**config.mk**
```make
export PLATFORM = sky130hd
export DESIGN_NAME = axis_m_pkt
export DESIGN_NICKNAME = d
export VERILOG_FILES = /design/src/rtl/axis_m_pkt.sv
export SDC_FILE = /design/constraint.sdc
export NUM_CORES = 1
export LEC_CHECK = 0
export ABC_AREA = 1
export ABC_CLOCK_PERIOD_IN_PS = 4000
export BUFFER_PORTS_ARGS = -buffer_cell sky130_fd_sc_hd__buf_4
export CORE_MARGIN = 3
export CORE_UTILIZATION = 44
export DETAILED_ROUTE_END_ITERATION = 10
export GPL_TIMING_DRIVEN = 0
export PLACE_DENSITY = 0.69
export SLEW_MARGIN = 0
export SYNTH_ARGS = -nofsm -noshare
export SYNTH_HDL_FRONTEND = slang
export SYNTH_SLANG_ARGS = --single-unit
```
**constraint.sdc**
```tcl
create_clock -name aclk -period 4 [get_ports aclk]
set_input_delay 0.6 -clock aclk [delete_from_list [all_inputs] [get_ports aclk]]
set_output_delay 0.6 -clock aclk [all_outputs]
set_load 0.1 [all_outputs]
```
**src/rtl/axis_m_pkt.sv**
```systemverilog
// rtl/axis_m_pkt.sv - AXI-Stream packet master: FIFO-fed, N-beat packets with tlast and finish pulse
// Optional AXIS_M_PKT_CNT_EN adds a 16-bit completed-packet counter output pkt_cnt.

module axis_m_pkt_fifo #(
  parameter int WIDTH = 32,
  parameter int DEPTH = 8
) (
  input  logic                       aclk,
  input  logic                       areset_n,
  input  logic                       push_en,
  input  logic [WIDTH-1:0]           push_data,
  input  logic                       pop_en,
  output logic [WIDTH-1:0]           pop_data,
  output logic                       empty,
  output logic                       full,
  output logic [$clog2(DEPTH):0]     level
);
  localparam int AW = $clog2(DEPTH);
  localparam logic [AW:0] DEPTH_L = (AW+1)'(DEPTH);

  logic [WIDTH-1:0] mem [DEPTH];
  logic [AW-1:0]    wr_ptr;
  logic [AW-1:0]    rd_ptr;
  logic [AW:0]      count;
  logic             push;
  logic             pop;

  // A write while full is dropped even if a pop frees a slot this same cycle
  assign push     = push_en & ~full;
  assign pop      = pop_en & ~empty;
  assign empty    = (count == '0);
  assign full     = (count == DEPTH_L);
  assign level    = count;
  assign pop_data = mem[rd_ptr];

  always_ff @(posedge aclk) begin
    if (push) begin
      mem[wr_ptr] <= push_data;
    end
  end

  always_ff @(posedge aclk or negedge areset_n) begin
    if (!areset_n) begin
      wr_ptr <= '0;
      rd_ptr <= '0;
      count  <= '0;
    end else begin
      if (push) begin
        wr_ptr <= wr_ptr + AW'(1);
      end
      if (pop) begin
        rd_ptr <= rd_ptr + AW'(1);
      end
      case ({push, pop})
        2'b10:   count <= count + (AW+1)'(1);
        2'b01:   count <= count - (AW+1)'(1);
        default: count <= count;
      endcase
    end
  end
endmodule

module axis_m_pkt #(
  parameter int DATA_WIDTH = 32,
  parameter int FIFO_DEPTH = 8,
  parameter int LEN_WIDTH  = 8
) (
  input  logic                          aclk,
  input  logic                          areset_n,
  input  logic                          wr_en,
  input  logic [DATA_WIDTH-1:0]         wr_data,
  output logic                          full,
  output logic [$clog2(FIFO_DEPTH):0]   level,
  input  logic                          start,
  input  logic [LEN_WIDTH-1:0]          pkt_len,
  output logic                          busy,
  output logic                          tvalid,
  input  logic                          tready,
  output logic [DATA_WIDTH-1:0]         tdata,
  output logic                          tlast,
  output logic                          finish
`ifdef AXIS_M_PKT_CNT_EN
  ,
  output logic [15:0]                   pkt_cnt
`endif
);
  typedef enum logic [1:0] {
    S_IDLE,
    S_SEND,
    S_DONE
  } state_t;

  state_t                state;
  state_t                state_nxt;
  logic [LEN_WIDTH-1:0]  remaining;
  logic [DATA_WIDTH-1:0] fifo_data;
  logic                  fifo_empty;
  logic                  start_ok;
  logic                  hs;
  logic                  load;

  axis_m_pkt_fifo #(
    .WIDTH (DATA_WIDTH),
    .DEPTH (FIFO_DEPTH)
  ) u_fifo (
    .aclk      (aclk),
    .areset_n  (areset_n),
    .push_en   (wr_en),
    .push_data (wr_data),
    .pop_en    (load),
    .pop_data  (fifo_data),
    .empty     (fifo_empty),
    .full      (full),
    .level     (level)
  );

  assign start_ok = start && (pkt_len != '0);
  assign hs       = tvalid & tready;
  // Reload whenever the output slot is free or draining this cycle; tready only gates the load
  assign load     = (state == S_SEND) && (remaining != '0) && !fifo_empty && (!tvalid || tready);
  assign busy     = (state != S_IDLE);
  assign finish   = (state == S_DONE);

  always_ff @(posedge aclk or negedge areset_n) begin
    if (!areset_n) begin
      state <= S_IDLE;
    end else begin
      state <= state_nxt;
    end
  end

  always_comb begin
    state_nxt = state;
    case (state)
      S_IDLE:  if (start_ok) state_nxt = S_SEND;
      S_SEND:  if (hs && tlast) state_nxt = S_DONE;
      S_DONE:  state_nxt = S_IDLE;
      default: state_nxt = S_IDLE;
    endcase
  end

  always_ff @(posedge aclk or negedge areset_n) begin
    if (!areset_n) begin
      remaining <= '0;
    end else if ((state == S_IDLE) && start_ok) begin
      remaining <= pkt_len;
    end else if (load) begin
      remaining <= remaining - LEN_WIDTH'(1);
    end
  end

  always_ff @(posedge aclk or negedge areset_n) begin
    if (!areset_n) begin
      tvalid <= 1'b0;
      tdata  <= '0;
      tlast  <= 1'b0;
    end else if (load) begin
      tvalid <= 1'b1;
      tdata  <= fifo_data;
      tlast  <= (remaining == LEN_WIDTH'(1));
    end else if (hs) begin
      tvalid <= 1'b0;
    end
  end

`ifdef AXIS_M_PKT_CNT_EN
  always_ff @(posedge aclk or negedge areset_n) begin
    if (!areset_n) begin
      pkt_cnt <= '0;
    end else if ((state == S_SEND) && (state_nxt == S_DONE)) begin
      pkt_cnt <= pkt_cnt + 16'd1;
    end
  end
`endif
endmodule

```
== Word level (Yosys, flattened, before mapping) ==
Memories as Yosys holds them, arrays and structs flattened. A register that Yosys moved wholly into a read port is not among the register bits.
Cells that the tools add are included.
Cells by class
  add/subtract/negate cells: 5
  equal/unequal tests: 8
  multiplexer cells: 10
  bitwise operators: 5
  reductions and logical operators: 19
Operators by type and width (count)
  two-way mux 8 bit: 2
  nonzero test 8 bit: 2
  == test 8 x 1 -> 1 bit (second input constant): 1
  one-hot mux 4 bit (2 select lines): 1
  nonzero test 2 bit: 4
  subtractor 8 x 1 -> 8 bit (second input constant): 1
  adder 3 x 1 -> 3 bit (second input constant): 2
  logical AND 1 bit: 6
  adder 4 x 1 -> 4 bit (second input constant): 1
  == test 2 x 1 -> 1 bit (second input constant): 2
  == test 2 bit (second input constant): 2
  == test 4 bit (second input constant): 1
  logical NOT 4 bit: 1
  two-way mux 1 bit: 4
  two-way mux 2 bit: 2
  one-hot mux 2 bit (2 select lines): 1
  subtractor 4 x 1 -> 4 bit (second input constant): 1
  bitwise AND 1 bit: 3
  logical NOT 1 bit: 3
  logical NOT 2 bit: 1
  != test 2 x 1 -> 1 bit (second input constant): 1
  != test 2 bit (second input constant): 1
  inverter 1 bit: 2
  AND reduction 2 bit: 1
  logical OR 1 bit: 1
Word-level totals
  register bits: 22
  memory bits (writable): 256
  bits of input ports: 45
  word-level logic and storage cells: 55
  memories kept: 1
Memories
  u_fifo.mem: words 8, width 32, read ports 1, clocked after memory_dff 1, wr ports 1, line 21  | logic [WIDTH-1:0] mem [DEPTH];

== Logic depth before layout (Yosys ltp) ==
  word-level depth: 7
  depth in mapped cells: 15
  mapped depth without buffers: 14

== Modules after synthesis ==
A second synthesis with hierarchy kept.
Second synthesis, totals
  cell total of the unflattened synthesis: 1448
  area total of the unflattened synthesis: 13741.9 µm²
Modules (own cells, without submodules)
  axis_m_pkt_fifo: times used 1, cells an instance 1187, area each 11644.9 µm², sequential area each 7937.6 µm²
  axis_m_pkt: times used 1, cells an instance 261, area each 2097.0 µm², sequential area each 1101.1 µm²

== Worst setup path before layout ==
Ideal clock, no wire load.
  path kind: register to register
  start: register u_fifo.count[2], in the netlist u_fifo.level[2]
  end: memory u_fifo.mem[0][0], enable pin
  library setup time: 0.421 ns
  data arrival time: 3.076 ns
  slack: 0.503 ns
  cell stages (with the launch flop): 6
  path buffers: 0
  period minus slack after synthesis: 3.497 ns
  cells stage by stage: dfrtp_1 inv_1 nand3_1 nand2_1 or2_2 nor2_1
On the way
  longest elaborated chain between the ends: 5
RTL lines
  start, declared: line 24  | logic [AW:0] count;
  start signal, assigned: line 55  | 2'b10: count <= count + (AW+1)'(1);
  start signal, assigned: line 56  | 2'b01: count <= count - (AW+1)'(1);
  start signal, assigned: line 57  | default: count <= count;
  == test 4 bit: line 32  | assign full = (count == DEPTH_L);
  inverter 1 bit: line 29  | assign push = push_en & ~full;
  bitwise AND 1 bit: line 29
  two-way mux 1 bit: line 37  | if (push) begin
  two-way mux 1 bit (implied by the code): line 38  | mem[wr_ptr] <= push_data;
  end, declared: line 21
Every way passes these cells.

== Worst setup path in the final report ==
  start: register remaining[0]
  end: register u_fifo.count[2], in the netlist u_fifo.level[2]
On the way
  longest elaborated chain between the ends: 7
  elaborated cells between the ends (all ways): 9
  those cells by class: eq/ne (2); mux (1); bitwise (1); reduce/logical (5)
RTL lines
  start, declared: line 95  | logic [LEN_WIDTH-1:0] remaining;
  start signal, assigned: line 146  | remaining <= pkt_len;
  start signal, assigned: line 148  | remaining <= remaining - LEN_WIDTH'(1);
  nonzero test 8 bit (*): line 120  | assign load = (state == S_SEND) && (remaining != '0) && !fifo_empty && (!tvalid || tready);
  logical AND 1 bit (*) (3 in a row): line 120
  bitwise AND 1 bit (*): line 30  | assign pop = pop_en & ~empty;
  net u_fifo.pop: line 26  | logic pop;
  == test 2 x 1 -> 1 bit / == test 2 bit (equally long branches): line 54  | case ({push, pop})
  one-hot mux 4 bit (2 select lines) / nonzero test 2 bit (equally long branches)
Mark *: on every way through the listed nets, which the timed path passes. The rest lies on a longest branch.
A chain may end at the register's enable or synchronous reset.

==> out/metrics.csv <==
stage;metric;value;unit
power_and_ir_drop;Int Power;7.31;mW
yosys;synthesis warning total;0;
job;Max Cap Viol;0;
yosys;adder-cell area share of the yosys netlist;0.697;%
power_and_ir_drop;switching pwr;5.81;mW
drt;routed len/inst;18.3;um
clock_tree;# clock sinks;310;
critical_path;Crit path depth;14;
grt;initial antenna violation count;1;
sta;Finish-stage setup viols;0;
worst_hold_path;Hold Path Class;input pin to asynchronous set/reset pin;
yosys;Synth Register Bits;310;
final_layout;fin nets;1297;
yosys;post-synthesis mux area share;0;%
critical_path;CP Capture Type;flop;
sta;Max-slew headroom;45.6;%
sta;post-layout min period;2.84;ns
critical_path;critical path fanouts, max;11;
drt;DR iter-0 viols;910;
yosys;Synth Cell Area;12600;um2
drt;Pre-Repair DR Iteration Count;5;
final_layout;area grow syn2layout;19.0;%
placement;Port Buffers;85;
final_layout;n_diodes;0;
clock_tree;# hold bufs at CTS;0;
critical_path;Req. time, crit path;4.44;ns
clock_tree;CTS resizes;0;
critical_path;Crit path top cell by count;ha_1;
critical_path;CP bufs+invs;3;
yosys;Avg Inst Size Synth;11.2;um2
drt;antenna-violating nets left;0;
floorplanning;IO Count;86;
critical_path;Max stage delay on crit path;0.38;ns
placement;Post-Place Setup Slack;1.24;ns
sta;Clock Skew;0.0144;ns
drt;final wirelength;30.1;mm
yosys;Synth Area in Simple Gates;23.7;%
drt;Via density;5.21;
grt;first-pass GRT wire length;47.0;mm
grt;grt total ovfl;0;
yosys;register area share after synthesis;71.9;%
sta;Hold Slack;0.128;ns
final_layout;FILL cells;2397;
grt;vias in the first global route;8430;
power_and_ir_drop;share of power burned in the clock network;21.7;%
clock_tree;CTS Buf Count;31;
yosys;post-synth top area cell;edfxtp_1;
grt;global-route total usage across every layer;19.7;%
critical_path;Crit path max-delay family;simple AND/OR/NAND/NOR gates;
yosys;Synth Area in Compound Gates;0.259;%
sta;Worst-Margin Slew;0.816;ns
power_and_ir_drop;worst vdd ir;0.000453;V
power_and_ir_drop;Comb power frac;44.2;%
yosys;synth unique cells;25;
sta;RSZ-0062 raised after global routing;no;
power_and_ir_drop;Sequential Power Share;34.1;%
sta;Final period util;71.1;%
floorplanning;Std-Cell Core Area;27900;um2
power_and_ir_drop;Pwr per Cell Area;877;nW/um2
clock_tree;clk root buf;clkbuf_16;
floorplanning;die height;175;um
final_layout;Finished Core Util;53.5;%
critical_path;critical-path cell list;inv_1 > ha_1 > nand2_1 > nor2_4 > nor3_2 > buf_2 > ha_1 > nand2_1 > inv_1 > nor2_1 > ha_1 > a21oi_1 > xor2_1 > o21ai_0;
yosys;synthesized instance count;1119;
sta;maximum achievable frequency;352;MHz
power_and_ir_drop;Lkg Pwr;6.03;nW
grt;largest net degree at the start of global routing;55;
yosys;Synth Area in XOR/XNOR;0.488;%
sta;final hold vios;0;
floorplanning;Starting Density;45.0;%
critical_path;Setup CP Type;flop to flop;
yosys;Synth area leaders;edfxtp_1 (61%), nand2_1 (13%), dfrtp_1 (11%);
placement;gpl congestion;0.811;
critical_path;CP startpoint kind;flop;
clock_tree;postcts setup bufs;0;
critical_path;Worst EP arrival;3.28;ns
floorplanning;Row Count;61;
drt;DRC;0;
critical_path;Crit-path slowest cell;dfrtp_1;
yosys;largest family of logic cells by synthesized area;simple AND/OR/NAND/NOR gates;
floorplanning;die width;175;um
critical_path;Worst Reg-to-Reg Cells;14;
clock_tree;clk_lat worst skew;0.57;ns
clock_tree;Clock Pin Slew Worst Setup and Hold Paths;0.06;ns
sta;Slew Limit Fails;0;
clock_tree;CTS HTree Levels;1;
drt;Vias;8581;
yosys;Synth top area share;61.2;%
yosys;syn nets;1171;
clock_tree;CTS Buffer Depth;3;
final_layout;share of layout cells above drive strength 1;15.4;%
floorplanning;Die Area;30600;um2
power_and_ir_drop;Sw Share;44.3;%
sta;final setup margin;1.16;ns
clock_tree;CTS tree;yes;
run_status;status;finished, final reports clean;
placement;dpl hpwl;19.4;mm
==> power by group through the flow <==
stage	Combinational (mW)	Clock (mW)	Sequential, mW
after detailed placement	5.80	0	4.52
after global placement	5.54	0	4.54
after floorplan	2.74	0	5.80
after CTS	5.82	2.89	4.46
final	5.80	2.85	4.47
after global routing	6.34	3.03	4.53
==> final timing paths <==
check | startpoint | end | slack, ns
worst max-delay path | remaining[0]$_DFFE_PN0P_ | u_fifo.level[2]$_DFFE_PN0P_ | 1.16
worst max register to register | remaining[0]$_DFFE_PN0P_ | u_fifo.level[2]$_DFFE_PN0P_ | 1.16
min in group aclk | wr_data[31] | u_fifo.mem[4][31]$_DFFE_PP_ | 0.26
worst min-delay path | areset_n | remaining[4]$_DFFE_PN0P_ | 0.13
max in group asynchronous | areset_n | u_fifo.level[3]$_DFFE_PN0P_ | 3.35
worst min register to register | state[1]$_DFFE_PN0P_ | state[1]$_DFFE_PN0P_ | 0.46
==> final cells by class <==
class,instances,area (um2),share of cell area [%]
repair buffers,93,843,5.64
inverters,24,90.1,0.602
multi-input cells,727,3220,21.5
well taps,378,473,3.16
plain buffers,58,283,1.89
flip-flops and latches,310,9040,60.4
clock buffers,42,857,5.73
clock inverters,16,154,1.03
==> placed cells by master, fill, tap and decap left out, types with 7 or more instances in the layout <==
cell,instances
buf_1,14
buf_2,34
buf_4,89
clkbuf_1,12
clkbuf_16,31
clkinv_2,9
dfrtp_1,54
edfxtp_1,256
ha_1,7
inv_1,24
nand2_1,450
nand3_1,217
nor2_1,19
nor2_4,10
==> routing by layer <==
metal / vias up / track usage (%) / wire length, um
li1: 4077 / - / -
met1: 4094 / 26.6 / 12800
met2: 338 / 33.2 / 14200
met3: 70 / 3.06 / 2110
met4: 2 / 6.25 / 1020
met5: - / 0 / 7
==> logic make-up after synthesis <==
family	count (synthesis)
compound gates	6
buf+inv	82
fa+ha+maj	7
simple gates	707
flops	310
xor+xnor	7
==> synth_stat cells <==
library cell / instances
nor2_4: 2
dfrtp_1: 54
ha_1: 7
o21ai_1: 1
buf_1: 14
inv_1: 24
nand3_1: 217
or2_2: 1
clkbuf_1: 5
xnor2_1: 2
buf_4: 4
nand4_1: 6
nand2_1: 450
xor2_1: 5
nand2_4: 1
buf_6: 1
nor2_2: 1
edfxtp_1: 256
nor2_1: 27
o21a_1: 1
o21ai_0: 3
nor3_1: 1
nor3_2: 1
buf_2: 34
a21oi_1: 1
==> per-stage QoR <==
step | std cells | setup TNS [ns] | cell area (um2) | total power, mW
floorplan | 1119 | 0 | 12600 | 8.54
global placement | 1582 | -20.68 | 13700 | 10.1
detailed placement | 1590 | 0 | 13900 | 10.3
CTS | 1648 | 0 | 15000 | 13.2
global route | 1648 | 0 | 15000 | 13.9
finish | 1648 | 0 | 15000 | 13.1
==> sequential cells by signal, indices dropped and copies added (netlist names) <==
| signal | cells |
|---|---|
| tdata | 32 |
| u_fifo.rd_ptr | 3 |
| tlast | 1 |
| remaining | 8 |
| state | 2 |
| u_fifo.wr_ptr | 3 |
| tvalid | 1 |
| u_fifo.level | 4 |
| u_fifo.mem | 256 |
==> worst register-to-register path, delay by kind of cell, from the launching register on <==
| family | cells | cell delay (ns) |
|---|---|---|
| xor+xnor | 1 | 0.16 |
| buf+inv | 3 | 0.50 |
| compound gates | 2 | 0.23 |
| fa+ha+maj | 3 | 0.69 |
| simple gates | 5 | 0.74 |
| flops | 1 | 0.38 |
(Power assumes the default switching activity.)
